**src/rtl/xsim_msg_pkg.sv**
```systemverilog
// Shared types for the xsim portal message deframer.
// Header word layout: method in [31:16], length in words in [15:0].
package xsim_msg_pkg;

  localparam int MSG_WORD_W = 32;

  typedef struct packed {
    logic [15:0] method;
    logic [15:0] len;
  } msg_hdr_t;

  typedef enum logic [1:0] {
    HDR,
    PAYLOAD,
    DISCARD
  } deframe_state_t;

  // Message length (header included) carried in a header word
  function automatic logic [15:0] hdr_len(
    input logic [MSG_WORD_W-1:0] w
  );
    msg_hdr_t h;
    h = msg_hdr_t'(w);
    return h.len;
  endfunction

endpackage

```
**src/rtl/xsim_beat_fifo.sv**
```systemverilog
// Registered synchronous FIFO holding framed beats.
// Head is read from storage; a pushed word appears one cycle later.
module xsim_beat_fifo #(
  parameter  int DEPTH = 32,
  parameter  int W     = 34,
  localparam int AW    = $clog2(DEPTH)
) (
  input  logic          clk,
  input  logic          rst,
  input  logic          push,
  input  logic [W-1:0]  din,
  input  logic          pop,
  output logic [W-1:0]  dout,
  output logic          empty,
  output logic [AW:0]   count
);

  localparam logic [AW:0] FULL = (AW+1)'(DEPTH);

  logic [W-1:0]  mem_q [DEPTH];
  logic [AW-1:0] rd_q;
  logic [AW-1:0] wr_q;
  logic [AW:0]   cnt_q;
  logic          do_push;
  logic          do_pop;

  assign empty   = (cnt_q == '0);
  assign count   = cnt_q;
  assign do_pop  = pop & ~empty;
  assign do_push = push & (cnt_q != FULL);
  assign dout    = empty ? '0 : mem_q[rd_q];

  // Storage write; contents need no reset since count gates the head
  always_ff @(posedge clk) begin
    if (do_push) mem_q[wr_q] <= din;
  end

  // Pointer and occupancy tracking
  always_ff @(posedge clk or posedge rst) begin
    if (rst) begin
      rd_q  <= '0;
      wr_q  <= '0;
      cnt_q <= '0;
    end else begin
      if (do_push) wr_q <= wr_q + 1'b1;
      if (do_pop)  rd_q <= rd_q + 1'b1;
      unique case ({do_push, do_pop})
        2'b10:   cnt_q <= cnt_q + 1'b1;
        2'b01:   cnt_q <= cnt_q - 1'b1;
        default: cnt_q <= cnt_q;
      endcase
    end
  end

endmodule

```
**src/rtl/xsim_msg_deframer.sv**
```systemverilog
// Delimits the DPI beat stream into whole portal messages.
// Define XSIM_DEFRAME_STATS_EN for live msg/drop counters.
module xsim_msg_deframer
  import xsim_msg_pkg::*;
#(
  parameter  int DEPTH = 32,
  localparam int AW    = $clog2(DEPTH)
) (
  input  logic        CLK,
  input  logic        RST,
  input  logic        src_rdy,
  input  logic [31:0] beat,
  output logic        out_valid,
  input  logic        out_ready,
  output logic [31:0] out_data,
  output logic        out_first,
  output logic        out_last,
  output logic        overflow,
  output logic        frame_err,
  input  logic        clear_err,
  output logic [31:0] msg_count,
  output logic [15:0] drop_count
);

  deframe_state_t state_q, state_d;
  logic [15:0]    rem_q, rem_d;
  logic           ovf_q, ovf_d;
  logic           ferr_q, ferr_d;

  logic [15:0]    len;
  logic [16:0]    free;
  logic           fits;
  logic           push;
  logic           pop;
  logic           admit;
  logic           drop;
  logic           ferr_set;
  logic [33:0]    din;
  logic [33:0]    dout;
  logic           empty;
  logic [AW:0]    count;

  xsim_beat_fifo #(
    .DEPTH (DEPTH),
    .W     (34)
  ) u_fifo (
    .clk   (CLK),
    .rst   (RST),
    .push  (push),
    .din   (din),
    .pop   (pop),
    .dout  (dout),
    .empty (empty),
    .count (count)
  );

  // Space check uses registered occupancy; a same-cycle pop is not credited
  assign len  = hdr_len(beat);
  assign free = 17'(DEPTH) - 17'(count);
  assign fits = ({1'b0, len} <= free);

  assign out_valid = ~empty;
  assign pop       = out_valid & out_ready;
  assign out_data  = dout[33:2];
  assign out_first = dout[1];
  assign out_last  = dout[0];
  assign overflow  = ovf_q;
  assign frame_err = ferr_q;

  // Framing FSM next state, buffer push and sticky flag updates
  always_comb begin
    state_d  = state_q;
    rem_d    = rem_q;
    push     = 1'b0;
    din      = {beat, 2'b00};
    admit    = 1'b0;
    drop     = 1'b0;
    ferr_set = 1'b0;
    if (src_rdy) begin
      unique case (state_q)
        HDR: begin
          if (len == 16'd0) begin
            ferr_set = 1'b1;
          end else if (fits) begin
            push  = 1'b1;
            admit = 1'b1;
            din   = {beat, 1'b1, len == 16'd1};
            if (len > 16'd1) begin
              rem_d   = len - 16'd1;
              state_d = PAYLOAD;
            end
          end else begin
            drop = 1'b1;
            if (len > 16'd1) begin
              rem_d   = len - 16'd1;
              state_d = DISCARD;
            end
          end
        end
        PAYLOAD: begin
          push  = 1'b1;
          din   = {beat, 1'b0, rem_q == 16'd1};
          rem_d = rem_q - 16'd1;
          if (rem_q == 16'd1) state_d = HDR;
        end
        DISCARD: begin
          rem_d = rem_q - 16'd1;
          if (rem_q == 16'd1) state_d = HDR;
        end
        default: state_d = HDR;
      endcase
    end
    ovf_d  = drop | (ovf_q & ~clear_err);
    ferr_d = ferr_set | (ferr_q & ~clear_err);
  end

  // FSM, remaining count and sticky flag registers
  always_ff @(posedge CLK or posedge RST) begin
    if (RST) begin
      state_q <= HDR;
      rem_q   <= '0;
      ovf_q   <= 1'b0;
      ferr_q  <= 1'b0;
    end else begin
      state_q <= state_d;
      rem_q   <= rem_d;
      ovf_q   <= ovf_d;
      ferr_q  <= ferr_d;
    end
  end

`ifdef XSIM_DEFRAME_STATS_EN
  logic [31:0] msg_q;
  logic [15:0] drop_q;

  // Saturating admission and drop counters
  always_ff @(posedge CLK or posedge RST) begin
    if (RST) begin
      msg_q  <= '0;
      drop_q <= '0;
    end else begin
      if (admit && (msg_q != '1))  msg_q  <= msg_q + 1'b1;
      if (drop  && (drop_q != '1)) drop_q <= drop_q + 1'b1;
    end
  end

  assign msg_count  = msg_q;
  assign drop_count = drop_q;
`else
  logic unused_admit;
  assign unused_admit = admit;
  assign msg_count    = '0;
  assign drop_count   = '0;
`endif

endmodule
```
**config.mk**
```make
export PLATFORM = sky130hd
export DESIGN_NAME = xsim_msg_deframer
export DESIGN_NICKNAME = d
export VERILOG_FILES = /design/src/rtl/xsim_msg_pkg.sv /design/src/rtl/xsim_beat_fifo.sv /design/src/rtl/xsim_msg_deframer.sv
export SDC_FILE = /design/constraint.sdc
export NUM_CORES = 1
export LEC_CHECK = 0
export BUFFER_PORTS_ARGS = -buffer_cell sky130_fd_sc_hd__buf_4
export CORE_UTILIZATION = 60
export CTS_CLUSTER_DIAMETER = 150
export CTS_CLUSTER_SIZE = 12
export DETAILED_ROUTE_END_ITERATION = 16
export PLACE_DENSITY = 0.77
export SLEW_MARGIN = 10
export SYNTH_ARGS = -nofsm -noshare
export SYNTH_HDL_FRONTEND = slang
export SYNTH_SLANG_ARGS = --single-unit
```
**constraint.sdc**
```tcl
create_clock -name CLK -period 5.9 [get_ports CLK]
set_clock_uncertainty 0.15 [all_clocks]
set_input_delay 0 -clock CLK [delete_from_list [all_inputs] [get_ports CLK]]
set_output_delay 0 -clock CLK [all_outputs]
set_load 0.02 [all_outputs]
```
-- Yosys cells after proc, flatten, opt, wreduce, memory -nomap -nowiden
Memories as Yosys holds them, arrays and structs flattened.
Cells that the tools add are included.
- register bits: 36
- bits in latches: 0
- RAM bits: 1088
- ROM bits: 0
- input port bits: 37
- output and inout port bits: 85
- word-level logic and storage cells: 72
- memories: 1
- add/subtract/negate cells: 7
- multiply operators: 0
- divide/modulo/power cells: 0
- order comparisons: 2
- eq/ne operators: 10
- shift operators: 0
- mux-type cells: 28
- bitwise gates (word level): 9
- reduce and logical (&&, ||, !) cells: 8
- memory list (memory ; depth ; bits a word ; read ports ; clocked after memory_dff ; write ports ; RTL line ; text):
    u_fifo.mem_q ; 32 ; 34 ; 1 ; 0 ; 1 ; xsim_beat_fifo.sv:20 ; logic [W-1:0] mem_q [DEPTH];
- operators by type and width (kind ; count):
    $mux 34 ; 1
    $eq 16x1->1 const B ; 2
    $mux 16 ; 2
    $pmux 16 s2 ; 1
    $sub 16x1->16 const B ; 2
    $le 16x17->1 ; 1
    $gt 16x1->1 const B ; 1
    $logic_not 16->1 ; 1
    $mux 2 ; 8
    $mux 1 ; 12
    $pmux 6 s2 ; 1
    $add 5x1->5 const B ; 2
    $pmux 2 s2 ; 2
    $reduce_and 4->1 ; 2
    $sub 6x6->7 const A ; 1
    $add 6x1->6 const B ; 1
    $logic_not 6->1 ; 1
    $ne 6x6->1 const B ; 1
    $sub 6x1->6 const B ; 1
    $and 1x1->1 ; 5
    $eq 2x1->1 const B ; 2
    $eq 2x2->1 const B ; 2
    $ne 2x2->1 const B ; 2
    $reduce_bool 2->1 ; 2
    6 further kinds ; 8

-- Longest topological paths before layout
- word-level depth: 9
- depth in mapped cells: 24
- mapped depth without buffers: 21

-- Cells and area by module
A second synthesis with hierarchy kept.
- cells, all modules: 2234
- area total of the unflattened synthesis: 44677.8 µm²
- by module, submodules not included (module ; times used ; cells an instance ; area each (µm²) ; seq. area each (µm²)):
    xsim_beat_fifo ; 1 ; 1924 ; 42205.5 ; 33071.7
    xsim_msg_deframer ; 1 ; 310 ; 2472.4 ; 500.5

-- Least setup slack after synthesis
OpenSTA, ideal clock, no wires.
- path type: register to register
- start point: register u_fifo.cnt_q[0] (netlist: u_fifo.count[0])
- end point: register u_fifo.cnt_q[4] (netlist: u_fifo.count[4])
- library setup time: 0.125 ns
- data arrival time: 4.760 ns
- path slack: 0.865 ns
- stages on the path, launching flop included: 24
- clock period less this slack: 5.035 ns
- cell sequence: dfrtp_1 -> inv_1 -> ha_1 -> or4b_1 -> nand2_1 -> ha_1 -> a41oi_1 -> o21ai_0 -> a32o_1 -> or3b_1 -> clkbuf_1 -> a21oi_2 -> buf_2 -> inv_1 -> ha_1 -> clkbuf_1 -> xor2_1 -> ha_1 -> a21o_1 -> nand2_1 -> a21oi_1 -> a221oi_1 -> nor2_1 -> xor2_1
- longest elaborated chain between the ends: 9
- elaborated cells on any way between the ends: 18
- RTL lines (element ; RTL line ; text):
    from (decl) ; xsim_beat_fifo.sv:23 ; logic [AW:0] cnt_q;
    from (signal assigned) ; xsim_beat_fifo.sv:48 ; 2'b10: cnt_q <= cnt_q + 1'b1;
    from (signal assigned) ; xsim_beat_fifo.sv:49 ; 2'b01: cnt_q <= cnt_q - 1'b1;
    from (signal assigned) ; xsim_beat_fifo.sv:50 ; default: cnt_q <= cnt_q;
    $sub 6x6->7 ; xsim_msg_deframer.sv:59 ; assign free = 17'(DEPTH) - 17'(count);
    $le 16x17->1 ; xsim_msg_deframer.sv:60 ; assign fits = ({1'b0, len} <= free);
    $mux 1 ; xsim_msg_deframer.sv:84 ; end else if (fits) begin
    $mux 1 ; xsim_msg_deframer.sv:82 ; if (len == 16'd0) begin
    $pmux 1 s2 ; xsim_msg_deframer.sv:80 ; unique case (state_q)
    $mux 1 ; xsim_msg_deframer.sv:79 ; if (src_rdy) begin
    $and 1x1->1 ; xsim_beat_fifo.sv:30 ; assign do_push = push & (cnt_q != FULL);
    $eq 2x1->1 or $eq 2x2->1 (tied branches) ; xsim_beat_fifo.sv:47 ; unique case ({do_push, do_pop})
    $pmux 6 s2 or $reduce_bool 2->1 (tied branches) ; -- ;
Several ways; a longest one is shown, not always the timed one.
A chain may end at the register's enable or synchronous reset.

-- Final worst setup path
- start point: register u_fifo.cnt_q[1] (netlist: u_fifo.count[1])
- end point: register u_fifo.cnt_q[4] (netlist: u_fifo.count[4])
Same word-level chain as after synthesis.

==> results.md <==
* Status: finished clean
* Post-CTS Setup Inserts at 0
* Height of the die at between 200 and 300 um
* Gpl congestion at between 0.8 and 0.9
* Synth async-reset ratio at 3.20%
* Req. time, crit path at approximately 6.3 ns
* Critical path launch point type: register
* Setup TNS at 0 ns
* CTS tree: yes
* Fillers at 4371
* Crit Path Max Fanout at 13
* Placement row count at a little under 100
* Synth cell count leaders: 1088 x edfxtp_1, 340 x mux4_2, 66 x nor2_1
* Vias in the first global route at approximately 22000
* Die W at ~280 um
* Worst Max-Slew Pin Slew at 1.13 ns
* Ys flop type: edfxtp_1
* Finished Layout Cells at about 3200
* Initial core utilization at about three fifths
* Drc violations at 0
* EDFF count, synth at 1088
* Total Routing Usage GR at roughly 29%
* Unrepaired setup endpoints after global routing: no
* Grt ovf at 0
* CTS resizes at 0
* Area leader, netlist: edfxtp_1
* Synthesized area at ~45000 um^2
* Relative slew slack at 24.9%
* Boundary pin count at approximately 120
* Static Leakage at about 16 nW
* Comb power frac at 33.0%
* Cell internal pwr at roughly 0.016 W
* Cells after DPL at slightly above 3000
* Hold buffers post-CTS at 40
* Seq pwr share at roughly two fifths
* Worst-path clk slew at 0.07 ns
* MaxCap Viol Count at 0
* Nets at 2282
* Post-place setup slack at about 0.66 ns
* HP Class: in2reg
* Port Buffers at 73
* Setup violations, final at 0
* GR Layer Usage met2 at 45.0%
* Post-Syn Area per Cell at 22.0 um^2
* Net Sw Power at 0.00751 W
* FMAX at ~0.19 GHz
* Worst-Skew Late Latency at roughly 0.66 ns
* Hold slack final at roughly 0.17 ns
* First-pass GRT wire length at around 150000 um
* CTS sink cnt at roughly 1100
* Crit end category: register
* Seq cells post-synth at 1124
* CTS Buf Count at 103
* Synth Warn # at 0
* Largest net degree at the start of global routing at between 60 and 70
* Area grow syn2layout at 11.6%
* Tmin final at approximately 5.3 ns
* CTS root buffer: clkbuf_16
* PD cells at 470 nW/um^2
* Initial antenna violation count at 5
* Worst EP arrival at between 5 and 6 ns
* Share of post-route cells with drive strength above 1 at ~28%
* Ant. Diodes at 0
* DR iter-0 viols at between 2000 and 3000
* Synth top area cells: edfxtp_1 73%, mux4_2 17%, dfrtp_1 2.0%
* Synth unique cells at 62
* HPWL after detailed placement at roughly 60000 um
* Max VDD drop at 321 uV
* Total length of routed wires at 105000 um
* Antenna viol nets, final at 0
* Vias per cell at 6.81
* Switch share at between 30% and 40%
* Met3 usage at roughly 6.4%
* Slew Limit Fails at 0
* Drt pass-1 iters at 6
* Global Route met1 Usage at 41.7%
* Setup CP Type: reg2reg
* Hold Vio Cnt, Final at 0
* Clock network fraction of total power at 25.2%
* Htree depth at 3
* Most numerous cell in the Yosys netlist: edfxtp_1
* Seq/Total Area, Yosys at about three quarters
* Via count at ~22000
* Syn Inst Count at about 2000
* Placeable Area at 73500 um^2
* Share of the synthesized area in the top cell type at between 70% and 80%
* Die area at approximately 76000 um^2
* Tcrit/Tclk final at 89.5%
* Maximum root-to-sink buffer count at 3
* Final worst setup slack at between 0.6 and 0.7 ns
* Power Total at between 0.02 and 0.025 W
* WL/cell at roughly 33 um
* Global routing's busiest layer: met2
routing by layer:
| metal | vias to the layer above | routed length, um |
|---|---|---|
| li1 | 8740 | - |
| met3 | 172 | 11600 |
| met4 | 8 | 2070 |
| met5 | - | 73 |
| met2 | 1455 | 51000 |
| met1 | 11400 | 40100 |
state kept, by name (all words and copies together) (netlist names):
| signal | flops |
|---|---|
| u_fifo.mem_q | 1088 |
| rem_q | 16 |
| u_fifo.count | 6 |
| u_fifo.rd_q | 5 |
| u_fifo.wr_q | 5 |
| state_q | 2 |
| frame_err | 1 |
| overflow | 1 |
per-stage QoR:
step | utilization (%) | cell area, um^2
floorplan | - | 45000
global placement | 63.7 | 46800
detailed placement | 63.7 | 46800
CTS | 68.1 | 50000
global route | 68.1 | 50000
finish | 68.1 | 50000
layout by cell type (no fill, tap or decap), types with 32 or more instances in the layout:
cell type and count:
buf_4 108, clkbuf_16 105, conb_1 48, dlygate4sd3_1 40, edfxtp_1 1088, ha_1 33, mux2i_1 35, mux4_2 340
nand2_1 32, nor2_1 63
final timing paths:
path / from / end / slack (ns) / cells after the start
worst max register to register: u_fifo.count[1] / u_fifo.count[4] / 0.62 / 20
worst min-delay path: beat[28] / u_fifo.mem_q[30][30] / 0.17 / 2
worst max-delay path: u_fifo.count[1] / u_fifo.count[4] / 0.62 / 20
worst min register to register: u_fifo.rd_q[4] / u_fifo.rd_q[4] / 0.36 / 1
min in group asynchronous: RST / rem_q[0] / 0.43 / 5
max in group asynchronous: RST / u_fifo.rd_q[0] / 4.75 / 5
logic make-up (layout without fill, tap and decap cells):
family          Yosys count  count (layout)  share of synthesized area (%)
mux                     378             378                           17.9
flops                  1124            1124                           74.9
other cells               1              48                        0.00836
buf+inv                 177             326                           1.96
compound gates           85              85                           1.21
simple gates            209             209                           2.45
fa+ha+maj                33              33                          0.921
xor+xnor                 33              33                          0.645
layout make-up:
type	instances	area [um^2]	area share [%]
sequential	1124	33600	67.1
multi-input combinational	786	10700	21.3
clock buffer	123	2700	5.39
timing repair buffer	170	1650	3.30
tap	959	1200	2.40
clock inverter	6	114	0.228
inverter	27	101	0.203
worst max-delay path: stages, from the launching register on:
cell and delay [ns]:
dfrtp_1 0.44, inv_1 0.11, ha_1 0.19, or4b_1 0.56, nand2_1 0.43, ha_1 0.36, a41oi_1 0.20, o21ai_0 0.12
a32o_1 0.23, or3b_1 0.52, a21oi_2 0.23, inv_1 0.08, ha_1 0.33, xor2_1 0.20, ha_1 0.25, a21o_1 0.19
nand2_1 0.06, a21oi_1 0.06, a221oi_1 0.22, nor2_1 0.08, xor2_1 0.14
power groups by stage:
stage	clock, W	sequential, W	combinational (W)
5_1_grt	0.00628	0.00989	0.00818
6_report	0.00594	0.00984	0.00776
4_1_cts	0.00601	0.00983	0.00777
2_1_floorplan	0	0.00953	0.00533
3_5_place_dp	0	0.00999	0.00765
3_3_place_gp	0	0.00996	0.00758
Power figures use the tool's default switching activity.
